`src/rtl/irrigation_scheduler.sv`:
```
// irrigation_scheduler: round-robin timed watering cycles on one shared pump with dry lockout
module irrigation_scheduler #(
    parameter int PRIME_TICKS = 2,
    parameter int RUN_TICKS   = 10,
    parameter int REST_TICKS  = 5,
    parameter int CNT_W       = 8
) (
    input  logic       clk_i,
    input  logic       rst_ni,
    input  logic       tick_i,
    input  logic       sprinkler_req_i,
    input  logic       drip_req_i,
    input  logic       specific_req_i,
    input  logic [1:0] water_box_i,
    output logic [2:0] valve_o,
    output logic       pump_on_o,
    output logic       busy_o,
    output logic       fault_o,
    output logic [7:0] cycles_done_o
);

    typedef enum logic [2:0] {IDLE, PRIME, RUN, REST, DRY} state_e;

    state_e           state_q, state_d;
    logic [CNT_W-1:0] cnt_q, cnt_d;
    logic [2:0]       grant_q, grant_d, req;
    logic [1:0]       last_q, last_d, c1, c2, pick;
    logic [7:0]       cycles_q, cycles_d;
    logic             dry, prime_end, run_end, rest_end, req_lost;

    assign req       = {specific_req_i, drip_req_i, sprinkler_req_i};
    assign dry       = ~water_box_i[1];
    assign prime_end = tick_i && (cnt_q == CNT_W'(PRIME_TICKS - 1));
    assign run_end   = tick_i && (cnt_q == CNT_W'(RUN_TICKS - 1));
    assign rest_end  = tick_i && (cnt_q == CNT_W'(REST_TICKS - 1));
    assign req_lost  = ~|(req & grant_q);

    // Round-robin search upward from the channel after the last grant; falls back to last_q
    assign c1   = (last_q == 2'd2) ? 2'd0 : last_q + 2'd1;
    assign c2   = (c1 == 2'd2) ? 2'd0 : c1 + 2'd1;
    assign pick = req[c1] ? c1 : req[c2] ? c2 : last_q;

    // Next-state, grant latch, phase counter and completed-cycle counter
    always_comb begin
        state_d = state_q;
        grant_d = grant_q;
        last_d  = last_q;
        case (state_q)
            IDLE: begin
                if (dry) begin
                    state_d = DRY;
                end else if (|req) begin
                    state_d = PRIME;
                    grant_d = 3'b001 << pick;
                    last_d  = pick;
                end
            end
            PRIME:   state_d = dry ? DRY : prime_end ? RUN : PRIME;
            RUN:     state_d = dry ? DRY : (req_lost || run_end) ? REST : RUN;
            REST:    state_d = rest_end ? IDLE : REST;
            DRY:     state_d = dry ? DRY : IDLE;
            default: state_d = IDLE;
        endcase
        cnt_d    = (state_d != state_q) ? '0 : tick_i ? cnt_q + CNT_W'(1) : cnt_q;
        cycles_d = (state_q == RUN && state_d != RUN && cycles_q != 8'hFF) ? cycles_q + 8'd1 : cycles_q;
    end

    // State and datapath registers; last grant resets to 2 so channel 0 wins first
    always_ff @(posedge clk_i or negedge rst_ni) begin
        if (!rst_ni) begin
            state_q  <= IDLE;
            cnt_q    <= '0;
            grant_q  <= 3'b000;
            last_q   <= 2'd2;
            cycles_q <= 8'd0;
        end else begin
            state_q  <= state_d;
            cnt_q    <= cnt_d;
            grant_q  <= grant_d;
            last_q   <= last_d;
            cycles_q <= cycles_d;
        end
    end

    assign valve_o       = (state_q == PRIME || state_q == RUN) ? grant_q : 3'b000;
    assign pump_on_o     = (state_q == RUN);
    assign busy_o        = (state_q == PRIME || state_q == RUN || state_q == REST);
    assign fault_o       = (state_q == DRY);
    assign cycles_done_o = cycles_q;

endmodule
```
`config.mk`:
```
export PLATFORM = sky130hd
export DESIGN_NAME = irrigation_scheduler
export DESIGN_NICKNAME = d
export VERILOG_FILES = /design/src/rtl/irrigation_scheduler.sv
export SDC_FILE = /design/constraint.sdc
export NUM_CORES = 1
export LEC_CHECK = 0
export ABC_AREA = 1
export CAP_MARGIN = 20
export CORE_MARGIN = 3
export CORE_UTILIZATION = 35
export DETAILED_ROUTE_END_ITERATION = 10
export GPL_TIMING_DRIVEN = 0
export PLACE_DENSITY = 0.53
export SYNTH_ARGS = -nofsm -noshare
export SYNTH_HDL_FRONTEND = slang
export SYNTH_SLANG_ARGS = --single-unit
export TNS_END_PERCENT = 100
```
`constraint.sdc`:
```
create_clock -name clk_i -period 2.4 [get_ports clk_i]
set_input_delay 0.24 -clock clk_i [delete_from_list [all_inputs] [get_ports clk_i]]
set_output_delay 0.24 -clock clk_i [all_outputs]
set_load 0.05 [all_outputs]
```
---- Yosys cells after proc, flatten, opt, wreduce, memory -nomap -nowiden ----
Index checks and enable logic that the tools add are counted.
cells by class
  add/subtract/negate cells ............... 4
  $lt $le $gt $ge ......................... 2
  eq/ne operators ......................... 12
  shift-type cells ........................ 1
  muxes and demuxes ....................... 20
  bitwise logic cells ..................... 1
  reduce and logical (&&, ||, !) cells .... 14
operator list
  cell                                                                           number
  3-bit two-way mux                                                              6
  8-bit by 1-bit adder with 8-bit output (second input constant)                 2
  8-bit two-way mux                                                              2
  3-bit case mux with 5 select lines                                             1
  2-bit two-way mux                                                              6
  8-bit by 1-bit == test with 1-bit output (second input constant)               1
  8-bit by 3-bit == test with 1-bit output (second input constant)               1
  8-bit by 4-bit == test with 1-bit output (second input constant)               1
  8-bit inequality test (second input constant)                                  1
  3-bit by 2-bit == test with 1-bit output (second input constant)               2
  2-bit by 3-bit less-than comparator with 1-bit output (second input constant)  2
  3-bit OR reduction                                                             2
  1-bit logical AND                                                              5
  2-bit by 1-bit adder with 2-bit output (second input constant)                 2
  1-bit binary-select mux with 2-bit select                                      2
  2-bit == test (second input constant)                                          2
  3-bit AND                                                                      1
  3-bit by 1-bit == test with 1-bit output (second input constant)               1
  3-bit == test (second input constant)                                          1
  3-bit logical NOT                                                              1
  1-bit logical OR                                                               3
  1-bit two-way mux                                                              3
  3-bit by 2-bit inequality test with 1-bit output (second input constant)       1
  3-bit inequality test                                                          1
  other kinds (4)                                                                4
word-level totals
  flip-flop bits (word level) ............. 24
  bits of input ports ..................... 8
  output and inout port bits .............. 14
  word-level logic and storage cells ...... 59

---- Depth between registers and ports, before layout ----
  depth after elaboration ................. 10
  mapped depth ............................ 14
  mapped depth without buffers ............ 14

---- Least setup slack after synthesis ----
Ideal clock, no wire load.
  kind .................................... register to output
  start point ............................. register state_q[1]
  end point ............................... output valve_o[0]
  arrival ................................. 2.098 ns
  required time ........................... 2.160 ns
  slack ................................... 0.062 ns
  stages on the path, launching flop included .. 7
  buffers on the path ..................... 0
  cells stage by stage .................... dfrtp_1 inv_1 nand2_1 inv_2 nor2_1 nand2_1 nor2_1
on the way
  longest elaborated chain between the ends .. 3
  elaborated cells on any way between the ends .. 4
  classes of those cells .................. eq/ne: 2; mux: 1; reduce/logical: 1
ends and longest elaborated chain
  what                                                                                                  RTL line  RTL
  start: declaration                                                                                    24        state_e state_q, state_d;
  start signal: assignment                                                                              77        state_q <= state_d;
  3-bit by 1-bit == test with 1-bit output or 3-bit by 2-bit == test with 1-bit output (tied branches)  85        assign valve_o = (state_q == PRIME || state_q == RUN) ? grant_q : 3'b000;
  1-bit logical OR *                                                                                    85
  3-bit two-way mux *                                                                                   85
  end: declaration                                                                                      15        output logic [2:0] valve_o,
Mark *: on every way between the ends. The rest lies on a longest branch, timed or not.

---- Worst setup path after layout ----
  start point ............................. register state_q[2]
  end point ............................... output pump_on_o
on the way
  longest elaborated chain between the ends .. 1
ends and longest elaborated chain
  what                                      RTL line  RTL
  3-bit by 2-bit == test with 1-bit output  86        assign pump_on_o = (state_q == RUN);
  end: declaration                          16        output logic pump_on_o,
No other way between the ends.

==> results.cfg <==
[outcome]
run_status = complete, no violations

[logic_synthesis]
synth_area_mm2 = 0.001533
yosys-mux-area-fraction_pct = 0
synth_top_family_by_area = simple AND/OR/NAND/NOR gates
synth_top_area_cell = dfrtp_1
synth_nets = 209
ys_seq_area_share_pct = 39.27
synth-xor-area-share_pct = 8.000
ys_warn_count = 0
yosys.area_share.simple_pct = 37.88
syn_avg_cell_area_um2 = 7.780
synth_compound_area_share_pct = 5.469
synth_top_area_share_pct = 37.55
synth_cells = 197
synth.area.top_cells = dfrtp_1 (38%), nand2_1 (13%), nand3_1 (6.2%)
synth_fa_ha_area_share_pct = 3.265
synth-seq-cells = 24
synth.distinct_cells = 27

[min_path]
hold_path_class = in -> async

[timing]
period_needed_ns = 2.146
finalCritPeriodShare_pct = 89.43
fin_setup_tns_ns = 0
worstMarginPinSlew_ns = 0.5415
fmax_mhz = 465.9
hold_viol = 0
skew_ns = 0.006344
setup_viol = 0
slew_violations = 0
slew_headroom_pct = 63.79
rsz0062_at_grt = no

[cts]
post_cts_buffers = 0
cts_buffers = 3
worstSkewPairLatency_ns = 0.27
cts-root-buf = clkbuf_8
cts_tree = yes
cts.path.max_buffers = 2
clock-sinks = 24
cts-resized-gates = 0
ctsHtreeMaxLevel = 1
cts_hold_buf = 0
path_clk_slew_ns = 0.08

[finish]
finalInstanceArea_mm2 = 0.001892
instances_no_fill = 271
diodes = 0
layout-drive-gt1-share_pct = 15.38
syn_to_final_growth_pct = 23.43
nNetsFinal = 234
multiInputGateArea_um2 = 837.1
utilization_pct = 45.97
regArea_um2 = 601.8
mostFrequentLayoutCells = nand2_1 (52), dfrtp_1 (23), nor2_1 (19), nand3_1 (19), inv_1 (18)
num-fill-cells = 404
final_common_cell = nand2_1

[global_routing]
grt.overflow.total = 0
grt_pass1_vias = 1248
antenna_found_initial = 0
grt_first_pass_wirelength_mm = 5.382
grt_use_total_pct = 12.86
grt_max_degree = 19

[place]
io_buffers = 19
place_inst = 267
gp_congestion = 0.7986
hpwl_mm = 2.393
post_dp_cell_area_mm2 = 0.001813

[pwr]
total_power_mw = 1.254
p_per_area_mw_per_mm2 = 663.0
leakage_nw = 0.9572
max-vdd-ir-drop_uv = 257.0

[floorplan]
io_pins = 22
initial_core_util_pct = 37.25
core_area_mm2 = 0.004115
die_w_um = 72.18
die-area_mm2 = 0.005209
die_h_um = 72.18
placementRows = 23

[worst_setup_path]
critPathLaunchType = flop
worst-path-max-fanout = 6
crit_path_cell_trace = inv_2 -> nand3_1 -> inv_1 -> clkdlybuf4s50_1
crit_path_top_delay_cell = clkdlybuf4s50_1
required_ns = 2.16
max_stage_delay_ns = 0.81
endpoint_kind = primary output
crit_type = reg -> out
arrival_ns = 1.91

[routing]
drtIter0Drc = 29
drt_first_pass_iters = 4
wl_per_cell_um = 11.69
post-route-drc-count = 0
wirelength_mm = 3.169
routed_via_density = 4.841
postRouteAntennaNets = 0
vias = 1312

[run]
maxCapViolCount = 0
==> kinds of logic (layout without fill, tap and decap cells) <==
group,after synthesis,after routing
and+or+nand+nor,120,120
DFF,24,24
buffers and inverters,23,47
xor gates and xnor gates,14,14
AOI/OAI and AO/OA,12,12
adders and majority gates,4,4
==> per-layer routing <==
layer	GRT usage, %	vias to the layer above	routed length [um]
met1	17.49	612	1606
met5	0	-	0
met2	20.32	21	1391
met3	1.939	5	123
met4	5.428	0	47
li1	-	674	-
==> synth_stat cells <==
| cell type | instances |
|---|---|
| nor3b_1 | 1 |
| nor3_1 | 3 |
| ha_1 | 4 |
| inv_2 | 4 |
| nor3b_2 | 2 |
| xnor2_1 | 4 |
| dfstp_2 | 1 |
| nand2_1 | 52 |
| nor2_2 | 10 |
| nor2_1 | 19 |
| buf_6 | 1 |
| o21ai_1 | 3 |
| nand2_2 | 6 |
| o21ai_0 | 2 |
| o21ai_4 | 1 |
| nand4_1 | 4 |
| o22ai_1 | 2 |
| or2_1 | 1 |
| xor2_1 | 10 |
| a31oi_2 | 1 |
| nand3_1 | 19 |
| inv_1 | 18 |
| nand2_4 | 2 |
| a21oi_1 | 2 |
| o21a_1 | 1 |
| nand3_4 | 1 |
| dfrtp_1 | 23 |
==> power breakdown <==
| group | internal, mW | total [mW] | switching [mW] |
|---|---|---|---|
| sequential | 0.462 | 0.506 | 0.0432 |
| clock | 0.223 | 0.360 | 0.136 |
| combinational | 0.136 | 0.389 | 0.253 |
| total | 0.822 | 1.25 | 0.432 |
==> area by class of cell <==
type / instances / share of cell area (%)
buffer: 1 / 0.5952
clock buffer: 3 / 2.183
clock inverter: 1 / 1.587
inverter: 22 / 4.365
multi-input combinational: 150 / 44.25
sequential: 24 / 31.81
tap: 50 / 3.307
timing repair buffer: 20 / 11.90
==> sequential cells by signal, indices dropped and copies added (netlist names) <==
signal	count
grant_q	3
cnt_q	8
last_q	2
state_q	3
cycles_done_o	8
==> worst max-delay path, delay by kind of cell (launching register included) <==
family,cells,cell delay [ns]
buffers and inverters,3,1.06
flip-flops,1,0.41
AND/OR/NAND/NOR,1,0.17
==> stage by stage <==
stage	hold slack, ns	worst slack [ns]
6_report	0.2759	0.2536
3_5_place_dp	0.4930	0.4350
4_1_cts	0.2778	0.1227
2_1_floorplan	-0.05559	0.06156
5_1_grt	0.2862	0.1690
3_3_place_gp	0.4970	0.4898
==> path summary, 6_finish.rpt <==
check,depth (start not counted),slack [ns],start,to
min in group clk_i,3,0.29,tick_i,cnt_q[1]
max in group asynchronous,2,1.61,rst_ni,last_q[1]
min reg2reg,2,0.51,grant_q[0],grant_q[0]
max reg2reg,14,0.67,cnt_q[1],cycles_done_o[2]
max,4,0.25,state_q[2],pump_on_o
min,1,0.28,rst_ni,cnt_q[0]
Note: power is estimated with default switching activity, not from simulation.
